===== src/rtl/mem_access_arbiter_pkg.sv =====
// Shared definitions for the memory access arbiter.
// Holds the FSM state encoding, the access size codes, the R_W polarity
// constants and a helper that sizes the optional MOC wait counter.
package mem_access_arbiter_pkg;

  typedef enum logic [1:0] {
    ST_IDLE    = 2'b00,
    ST_ACCESS  = 2'b01,
    ST_RELEASE = 2'b10
  } state_t;

  localparam logic [1:0] SZ_BYTE = 2'b00;
  localparam logic [1:0] SZ_HALF = 2'b01;
  localparam logic [1:0] SZ_WORD = 2'b10;

  localparam logic RW_READ  = 1'b1;
  localparam logic RW_WRITE = 1'b0;

  // Width of a counter able to hold max_count, never narrower than 8 bits.
  function automatic int cnt_width(input int max_count);
    int w;
    w = $clog2(max_count + 1);
    return (w > 8) ? w : 8;
  endfunction

endpackage


===== src/rtl/mem_access_arbiter_rr_arbiter2.sv =====
// rr_arbiter2: combinational winner select between two requesters.
// Ports:
//   i_req0, i_req1 : request lines
//   i_last         : requester served by the most recent completed transaction
//   o_any          : at least one request is pending
//   o_sel          : winner (0 = requester 0, 1 = requester 1)
// FIXED_PRI = 1 makes requester 0 win every tie; otherwise a tie goes to
// the requester that was not served last.
module rr_arbiter2 #(
  parameter int FIXED_PRI = 0
) (
  input  logic i_req0,
  input  logic i_req1,
  input  logic i_last,
  output logic o_any,
  output logic o_sel
);

  logic w_tie;

  assign w_tie = i_req0 & i_req1;
  assign o_any = i_req0 | i_req1;

  always_comb begin
    o_sel = i_req1;
    if (w_tie) begin
      o_sel = (FIXED_PRI != 0) ? 1'b0 : ~i_last;
    end
  end

endmodule


===== src/rtl/mem_access_arbiter.sv =====
// mem_access_arbiter: two-requester arbiter and MOV/MOC sequencer for the
// single RAM port behind the MAR/MDR path.
//
// state   | meaning
// --------+------------------------------------------------------------
// IDLE    | no owner; arbitrate and latch the winner's transaction
// ACCESS  | mem_MOV high, mem_* registers frozen, waiting for mem_MOC
// RELEASE | done issued, waiting for mem_MOC to fall before freeing gnt
// (2'b11 is illegal and falls back to IDLE on the next edge)
//
// Ports:
//   clk, clr (sync, active-low)        clock and reset
//   req/rw/addr/size/wdata 0 and 1     requester transactions
//   gnt0/gnt1, done0/done1, err, rdata responses to the requesters
//   mem_MOV/R_W/addr/size/wdata        registered memory command
//   mem_rdata, mem_MOC                 memory response
//
// Build option MEM_ARB_TIMEOUT_EN: bounds the mem_MOC wait to TIMEOUT_CYC
// cycles and reports err=1 with done on expiry. Without it err is tied 0.
module mem_access_arbiter
  import mem_access_arbiter_pkg::*;
#(
  parameter int ADDR_W      = 32,
  parameter int DATA_W      = 32,
  parameter int FIXED_PRI   = 0,
  parameter int TIMEOUT_CYC = 255
) (
  input  logic              clk,
  input  logic              clr,
  input  logic              req0,
  input  logic              req1,
  input  logic              rw0,
  input  logic              rw1,
  input  logic [ADDR_W-1:0] addr0,
  input  logic [ADDR_W-1:0] addr1,
  input  logic [1:0]        size0,
  input  logic [1:0]        size1,
  input  logic [DATA_W-1:0] wdata0,
  input  logic [DATA_W-1:0] wdata1,
  output logic              gnt0,
  output logic              gnt1,
  output logic              done0,
  output logic              done1,
  output logic              err,
  output logic [DATA_W-1:0] rdata,
  output logic              mem_MOV,
  output logic              mem_R_W,
  output logic [ADDR_W-1:0] mem_addr,
  output logic [1:0]        mem_size,
  output logic [DATA_W-1:0] mem_wdata,
  input  logic [DATA_W-1:0] mem_rdata,
  input  logic              mem_MOC
);

  state_t            r_state;
  state_t            w_state_nxt;
  logic              r_last;
  logic              r_gnt0;
  logic              r_gnt1;
  logic              r_done0;
  logic              r_done1;
  logic [DATA_W-1:0] r_rdata;
  logic              r_mov;
  logic              r_rw;
  logic [ADDR_W-1:0] r_addr;
  logic [1:0]        r_size;
  logic [DATA_W-1:0] r_wdata;

  logic w_any;
  logic w_sel;
  logic w_load;
  logic w_finish;
  logic w_free;
  logic w_timeout;

  rr_arbiter2 #(
    .FIXED_PRI (FIXED_PRI)
  ) u_arb (
    .i_req0 (req0),
    .i_req1 (req1),
    .i_last (r_last),
    .o_any  (w_any),
    .o_sel  (w_sel)
  );

`ifdef MEM_ARB_TIMEOUT_EN
  localparam int CNT_W = cnt_width(TIMEOUT_CYC);

  logic [CNT_W-1:0] r_cnt;
  logic             r_err;

  // The edge that would bring the count to TIMEOUT_CYC ends the wait, so
  // done lands exactly TIMEOUT_CYC cycles after mem_MOV rose.
  assign w_timeout = (r_state == ST_ACCESS) && !mem_MOC &&
                     (r_cnt == CNT_W'(TIMEOUT_CYC - 1));

  always_ff @(posedge clk) begin
    if (!clr) begin
      r_cnt <= '0;
      r_err <= 1'b0;
    end else begin
      r_err <= w_finish & w_timeout;
      if (r_state != ST_ACCESS) begin
        r_cnt <= '0;
      end else if (!mem_MOC) begin
        r_cnt <= r_cnt + 1'b1;
      end
    end
  end

  assign err = r_err;
`else
  // Constant 0: ACCESS waits for mem_MOC indefinitely.
  assign w_timeout = (TIMEOUT_CYC < 0);
  assign err       = 1'b0;
`endif

  always_comb begin
    w_state_nxt = r_state;
    w_load      = 1'b0;
    w_finish    = 1'b0;
    w_free      = 1'b0;
    case (r_state)
      ST_IDLE: begin
        if (w_any) begin
          w_load      = 1'b1;
          w_state_nxt = ST_ACCESS;
        end
      end
      ST_ACCESS: begin
        if (mem_MOC || w_timeout) begin
          w_finish    = 1'b1;
          w_state_nxt = ST_RELEASE;
        end
      end
      ST_RELEASE: begin
        if (!mem_MOC) begin
          w_free      = 1'b1;
          w_state_nxt = ST_IDLE;
        end
      end
      default: begin
        w_free      = 1'b1;
        w_state_nxt = ST_IDLE;
      end
    endcase
  end

  always_ff @(posedge clk) begin
    if (!clr) begin
      r_state <= ST_IDLE;
      r_last  <= 1'b1;
      r_gnt0  <= 1'b0;
      r_gnt1  <= 1'b0;
      r_done0 <= 1'b0;
      r_done1 <= 1'b0;
      r_rdata <= '0;
      r_mov   <= 1'b0;
      r_rw    <= 1'b0;
      r_addr  <= '0;
      r_size  <= '0;
      r_wdata <= '0;
    end else begin
      r_state <= w_state_nxt;
      r_done0 <= 1'b0;
      r_done1 <= 1'b0;
      if (w_load) begin
        r_mov   <= 1'b1;
        r_gnt0  <= ~w_sel;
        r_gnt1  <= w_sel;
        r_rw    <= w_sel ? rw1    : rw0;
        r_addr  <= w_sel ? addr1  : addr0;
        r_size  <= w_sel ? size1  : size0;
        r_wdata <= w_sel ? wdata1 : wdata0;
      end
      if (w_finish) begin
        r_mov   <= 1'b0;
        r_done0 <= r_gnt0;
        r_done1 <= r_gnt1;
        // gnt is one-hot here, so gnt1 names the requester just served
        r_last  <= r_gnt1;
        if (mem_MOC && (r_rw == RW_READ)) begin
          r_rdata <= mem_rdata;
        end
      end
      if (w_free) begin
        r_mov  <= 1'b0;
        r_gnt0 <= 1'b0;
        r_gnt1 <= 1'b0;
      end
    end
  end

  assign gnt0      = r_gnt0;
  assign gnt1      = r_gnt1;
  assign done0     = r_done0;
  assign done1     = r_done1;
  assign rdata     = r_rdata;
  assign mem_MOV   = r_mov;
  assign mem_R_W   = r_rw;
  assign mem_addr  = r_addr;
  assign mem_size  = r_size;
  assign mem_wdata = r_wdata;

endmodule


===== config.mk =====
export PLATFORM = sky130hd
export DESIGN_NAME = mem_access_arbiter
export DESIGN_NICKNAME = d
export VERILOG_FILES = /design/src/rtl/mem_access_arbiter_pkg.sv /design/src/rtl/mem_access_arbiter_rr_arbiter2.sv /design/src/rtl/mem_access_arbiter.sv
export SDC_FILE = /design/constraint.sdc
export NUM_CORES = 1
export LEC_CHECK = 0
export ABC_CLOCK_PERIOD_IN_PS = 2900
export CAP_MARGIN = 5
export CORE_UTILIZATION = 40
export DETAILED_ROUTE_END_ITERATION = 7
export GPL_TIMING_DRIVEN = 0
export PLACE_DENSITY = 0.85
export SLEW_MARGIN = 15
export SYNTH_ARGS = -nofsm -noshare
export SYNTH_HDL_FRONTEND = slang
export SYNTH_SLANG_ARGS = --single-unit

===== constraint.sdc =====
create_clock -name clk -period 2.9 [get_ports clk]
set_input_delay 0.58 -clock clk [delete_from_list [all_inputs] [get_ports clk]]
set_output_delay 0.58 -clock clk [all_outputs]
set_load 0.03 [all_outputs]

# [After elaboration in Yosys (flattened, before gate mapping)]
# Cells that the tools add are included.
[totals] regBits=107 input_bits=171 out_inout_bits=105 elab_cells=45
[classes] n_eq_ne=5 n_mux=15 bitwise=5 reduce_logical=8
[ops] op="32-bit two-way mux" n=2
[ops] op="2-bit two-way mux" n=4
[ops] op="1-bit two-way mux" n=7
[ops] op="2-bit case mux with 3 select lines" n=1
[ops] op="2-bit != test (second input constant)" n=2
[ops] op="2-bit AND reduction" n=2
[ops] op="2-bit OR reduction" n=2
[ops] op="1-bit inverter" n=3
[ops] op="3-bit AND reduction" n=1
[ops] op="3-bit OR reduction" n=1
[ops] op="2-bit by 1-bit == test with 1-bit output (second input constant)" n=1
[ops] op="2-bit == test (second input constant)" n=1
[ops] op="2-bit logical NOT" n=1
[ops] op="2-bit by 1-bit != test with 1-bit output (second input constant)" n=1
[ops] op="1-bit case mux with 2 select lines" n=1
[ops] op="1-bit bitwise AND" n=1
[ops] op="1-bit logical AND" n=1
[ops] op="1-bit bitwise OR" n=1

# [Longest topological paths before layout]
[logic_depth] ltp_word=4 ltp_mapped=7

# [Cells and area by module]
# From an unflattened synthesis, not the netlist that was laid out.
[hier_totals] cells_unflattened=476 area_unflattened_um2=4606.9
[modules_own_cells] mod="mem_access_arbiter" n_inst=1 cells_each=474 area_each_um2=4593.2
[modules_own_cells] mod="rr_arbiter2" n_inst=1 cells_each=2 area_each_um2=13.8

# [Least setup slack after synthesis]
# OpenSTA, ideal clock, no wires.
[synth_timing] kind="input to register" from="input port req0" to="register r_wdata[23] (netlist: mem_wdata[23])" t_arrival_ns=1.533 required_time_ns=2.826 path_slack_ns=1.293 cell_stages=6 path_buffers=3 path_cell_list="buf_2 > a211oi_2 > buf_4 > buf_6 > nand3_1 > a31oi_1"
[synth_between] elab_chain_len=3 elab_cells_between_ends=6
[synth_rtl] item="start, declared" line_no="mem_access_arbiter.sv:30" text="input logic req0,"
[synth_rtl] item="1-bit bitwise AND or 1-bit bitwise OR (tied branches)" line_no="mem_access_arbiter_rr_arbiter2.sv:21, mem_access_arbiter_rr_arbiter2.sv:22"
[synth_rtl] item="1-bit two-way mux, on equally long branches" line_no="mem_access_arbiter_rr_arbiter2.sv:26, mem_access_arbiter.sv:125"
[synth_rtl] item="32-bit two-way mux or 1-bit two-way mux (tied branches)" line_no="mem_access_arbiter.sv:174, mem_access_arbiter.sv:123"
[synth_rtl] item="end signal, assigned" line_no="mem_access_arbiter.sv:174" text="r_wdata <= w_sel ? wdata1 : wdata0;"
[synth_rtl] item="end, declared" line_no="mem_access_arbiter.sv:67" text="logic [DATA_W-1:0] r_wdata;"
# Several ways; a longest one is shown, not always the timed one.
# A chain may end at the register's enable or synchronous reset.

# [Worst setup path in the final report]
[layout_timing] from="register r_gnt1 (netlist: gnt1)" to="output port gnt1"
[layout_lines] item="start, declared" line_no="mem_access_arbiter.sv:59" text="logic r_gnt1;"
[layout_lines] item="start signal, assigned" line_no="mem_access_arbiter.sv:170" text="r_gnt1 <= w_sel;"
[layout_lines] item="end, declared" line_no="mem_access_arbiter.sv:41" text="output logic gnt1,"
# No word-level cell between the ends.

==> summary.md <==
| Metric | Value |
|---|---|
| Vias per cell | `5.72` |
| Clock Latency Late Sink | `between 0.3 and 0.4 ns` |
| Netlist cell types | `30` |
| Final Cycle Share | `69.7%` |
| CP Class | `flip-flop to output pin` |
| CP arrival | `1.44 ns` |
| Vias in the first global route | `5,541` |
| Worst Hold Launch | `rdata[11]` |
| Post-synthesis register bit count | `107` |
| Buffers on Ports | `approximately 270` |
| CP Max Fanout | `4` |
| R2R cell count | `6` |
| Leakage power | `between 2 and 3 nW` |
| Final Hold Viols | `0` |
| Sequential fraction of the synthesis area | `46.9%` |
| Netlist Area Pre-Place | `4560 sq um` |
| Grt met1 use | `around a third` |
| Layout cells sized above 1 | `~5.2%` |
| Detailed Route WL | `18.4 mm` |
| Met3 usage | `6.63%` |
| Crit start category | `flip-flop` |
| Buffers & Inverters on Critical Path | `1` |
| Outcome | `finished clean` |
| Io pins | `276` |
| Tightest Hold Check Type | `flip-flop to flip-flop` |
| Slew HR | `roughly three fifths` |
| Synth Area per Inst | `7.97 sq um` |
| Fmax | `495 MHz` |
| Clock skew | `0.0114 ns` |
| Clock-pin slew on the worst setup and hold paths | `0.07 ns` |
| Largest area contributor in the netlist | `dfxtp_1` |
| First-pass GRT wire length | `27.6 mm` |
| Clock root buffer | `clkbuf_16` |
| Die area | `~12,000 sq um` |
| Syn-to-layout area delta | `69.8%` |
| FF-to-FF Start | `r_state[1]` |
| Vias | `5,730` |
| GR Overflow Total | `0` |
| Syn nets | `around 740` |
| Die W | `between 100 and 150 microns` |
| Slew Viols, Final | `0` |
| Sum of negative setup slack | `0 ns` |
| WP data required | `between 2 and 2.5 ns` |
| Starting DRT DRC Count | `492` |
| CP top delay family | `buffers and inverters` |
| TritonCTS clock tree | `yes` |
| Max incr delay on CP | `0.73 ns` |
| FF-to-FF setup slack | `1.22 ns` |
| Reg2reg end | `mem_addr[25]` |
| CP Capture Type | `output pin` |
| Drt wl/cell | `18.4 microns` |
| Starting Density | `41.6%` |
| Antenna-violating nets left | `0` |
| Synth top area share | `46.9%` |
| Cts bufs inserted | `9` |
| Antenna fix cells | `0` |
| Hold Crit Depth | `2` |
| Most Used Layer, Global Route | `met2` |
| Power density over cell area | `~500 nW/um^2` |
| Core Area | `11,000 sq um` |
| Comb power frac | `roughly 28%` |
| Worst slew pin tran | `0.615 ns` |
| Most common cell after layout, fill and taps aside | `clkdlybuf4s50_1` |
| Filler cell count | `862` |
| Cells after Synth | `573` |
| Nets | `1,027` |
| Final setup violation count | `0` |
| CTS Sinks | `approximately 110` |
| Most frequent cells in the layout | `272 x clkdlybuf4s50_1, 107 x dfxtp_1, 68 x nand3_1, 68 x o21ai_0` |
| Maximum capacitance violations | `0` |
| Remaining DRCs | `0` |
| Die Ht | `109 microns` |
| Cells along the critical path | `clkdlybuf4s50_1` |
| GR Util All Layers | `a little under a third` |
| Met2 usage | `between 50% and 60%` |
| Int Pwr | `roughly 2.7 mW` |
| Hold_buf cts | `0` |
| DP HPWL | `14.0 mm` |
| Placer Congestion | `0.887` |
| Pin count of the biggest net entering global routing | `20` |
| Switch share | `31.5%` |
| Worst vdd ir | `0.000317 V` |
| Post-synth EDFFs | `0` |
| RSZ-0062 raised after global routing | `false` |
| Initial antenna violation count | `0` |
| Worst Hold End | `rdata[11]` |
| Clock Path Buffers | `2` |
| Final design utilization | `70.6%` |
| PostCTS Resize Cnt | `0` |
| Syn. warnings | `0` |
| Prevailing post-synth register cell | `dfxtp_1` |
| Post-synth ARST share | `0%` |
| Clock share of power | `around 31%` |
| Reg power frac | `41.7%` |
| Drt first pass iters | `8` |
| Sw power | `1.22 mW` |
| Top post-synthesis cells by area | `dfxtp_1 47%, a31oi_1 9.2%, nand4_1 9.2%` |
| Slowest cell on crit path | `clkdlybuf4s50_1` |
| FP Rows | `38` |
| Post-CTS setup buffers | `0` |
| Min Tclk post-route | `2.02 ns` |
| Crit path depth | `1` |
| CTS HTree Levels | `3` |
[worst max-delay path by stage]
stage	from	endpoint	slack [ns]
5_1_grt	gnt1	gnt1	0.81
3_5_place_dp	clr	mem_addr[18]	0.57
6_report	gnt1	gnt1	0.88
4_1_cts	gnt1	gnt1	0.87
3_3_place_gp	clr	mem_addr[16]	0.57
2_1_floorplan	req0	mem_wdata[23]	1.29
[layer usage]
layer	vias to the layer above	part of all wire, %	wire, microns
met5	-	0	0
met3	46	9.4	1720
met1	2641	37	6890
met4	0	3.1	564
li1	2688	-	-
met2	355	50	9220
[registers in the layout (all words and copies together), names as in the netlist]
signal	cells
mem_addr	32
mem_wdata	32
rdata	32
mem_size	2
r_state	2
done0	1
done1	1
gnt0	1
gnt1	1
mem_MOV	1
mem_R_W	1
r_last	1
[kinds of logic after synthesis]
logic type      synth area share (%)
mux                            0.219
buf+inv                         7.26
xor+xnor                       0.192
compound gates                  21.3
flops                           46.9
other cells                   0.0822
simple gates                    24.0
[power groups by stage]
stage / sequential [mW] / combinational (mW) / clock, mW
after global routing: 1.63 / 1.13 / 1.26
after floorplan: 1.83 / 0.326 / 0
after detailed placement: 1.65 / 1.06 / 0
after global placement: 1.65 / 1.04 / 0
final: 1.62 / 1.07 / 1.19
after CTS: 1.62 / 1.06 / 1.20
[synth_stat cells, drive strengths merged (2+ instances only)]
cell type and number:
clkbuf 48, dfxtp 107, nand3 68, nor3 2, o21ai 69, and3 3, buf 26, nand4 67
nor2 2, a31oi 67, nand2 66, a21oi 34, nand2b 2
[worst reg2reg max path, stage by stage, from the launching register on]
cell and delay (ns):
dfxtp_1 0.31, buf_2 0.20, or2_1 0.13, clkbuf_2 0.18, clkbuf_1 0.42, o21ai_0 0.18, a31oi_1 0.19
[layout make-up]
cell class | count | area, sq um | share of cell area [%]
sequential | 107 | 2140 | 27.6
buffer | 74 | 328 | 4.23
multi-input combinational | 391 | 2090 | 27.0
clock buffer | 10 | 229 | 2.95
inverter | 1 | 3.75 | 0.0484
tap | 140 | 175 | 2.26
clock inverter | 6 | 57.6 | 0.743
timing repair buffer | 272 | 2720 | 35.1
[through the flow]
step	hold WS (ns)	cells	worst slack [ns]	instance area (sq um)	total power [mW]
final	0.454	1001	0.880	7750	3.88
after global placement	0.442	985	0.570	7460	2.69
after detailed placement	0.448	985	0.567	7460	2.71
after floorplan	0.474	573	1.29	4560	2.16
after CTS	0.458	1001	0.872	7750	3.87
after global routing	0.467	1001	0.815	7750	4.02
Power figures use the tool's default switching activity.
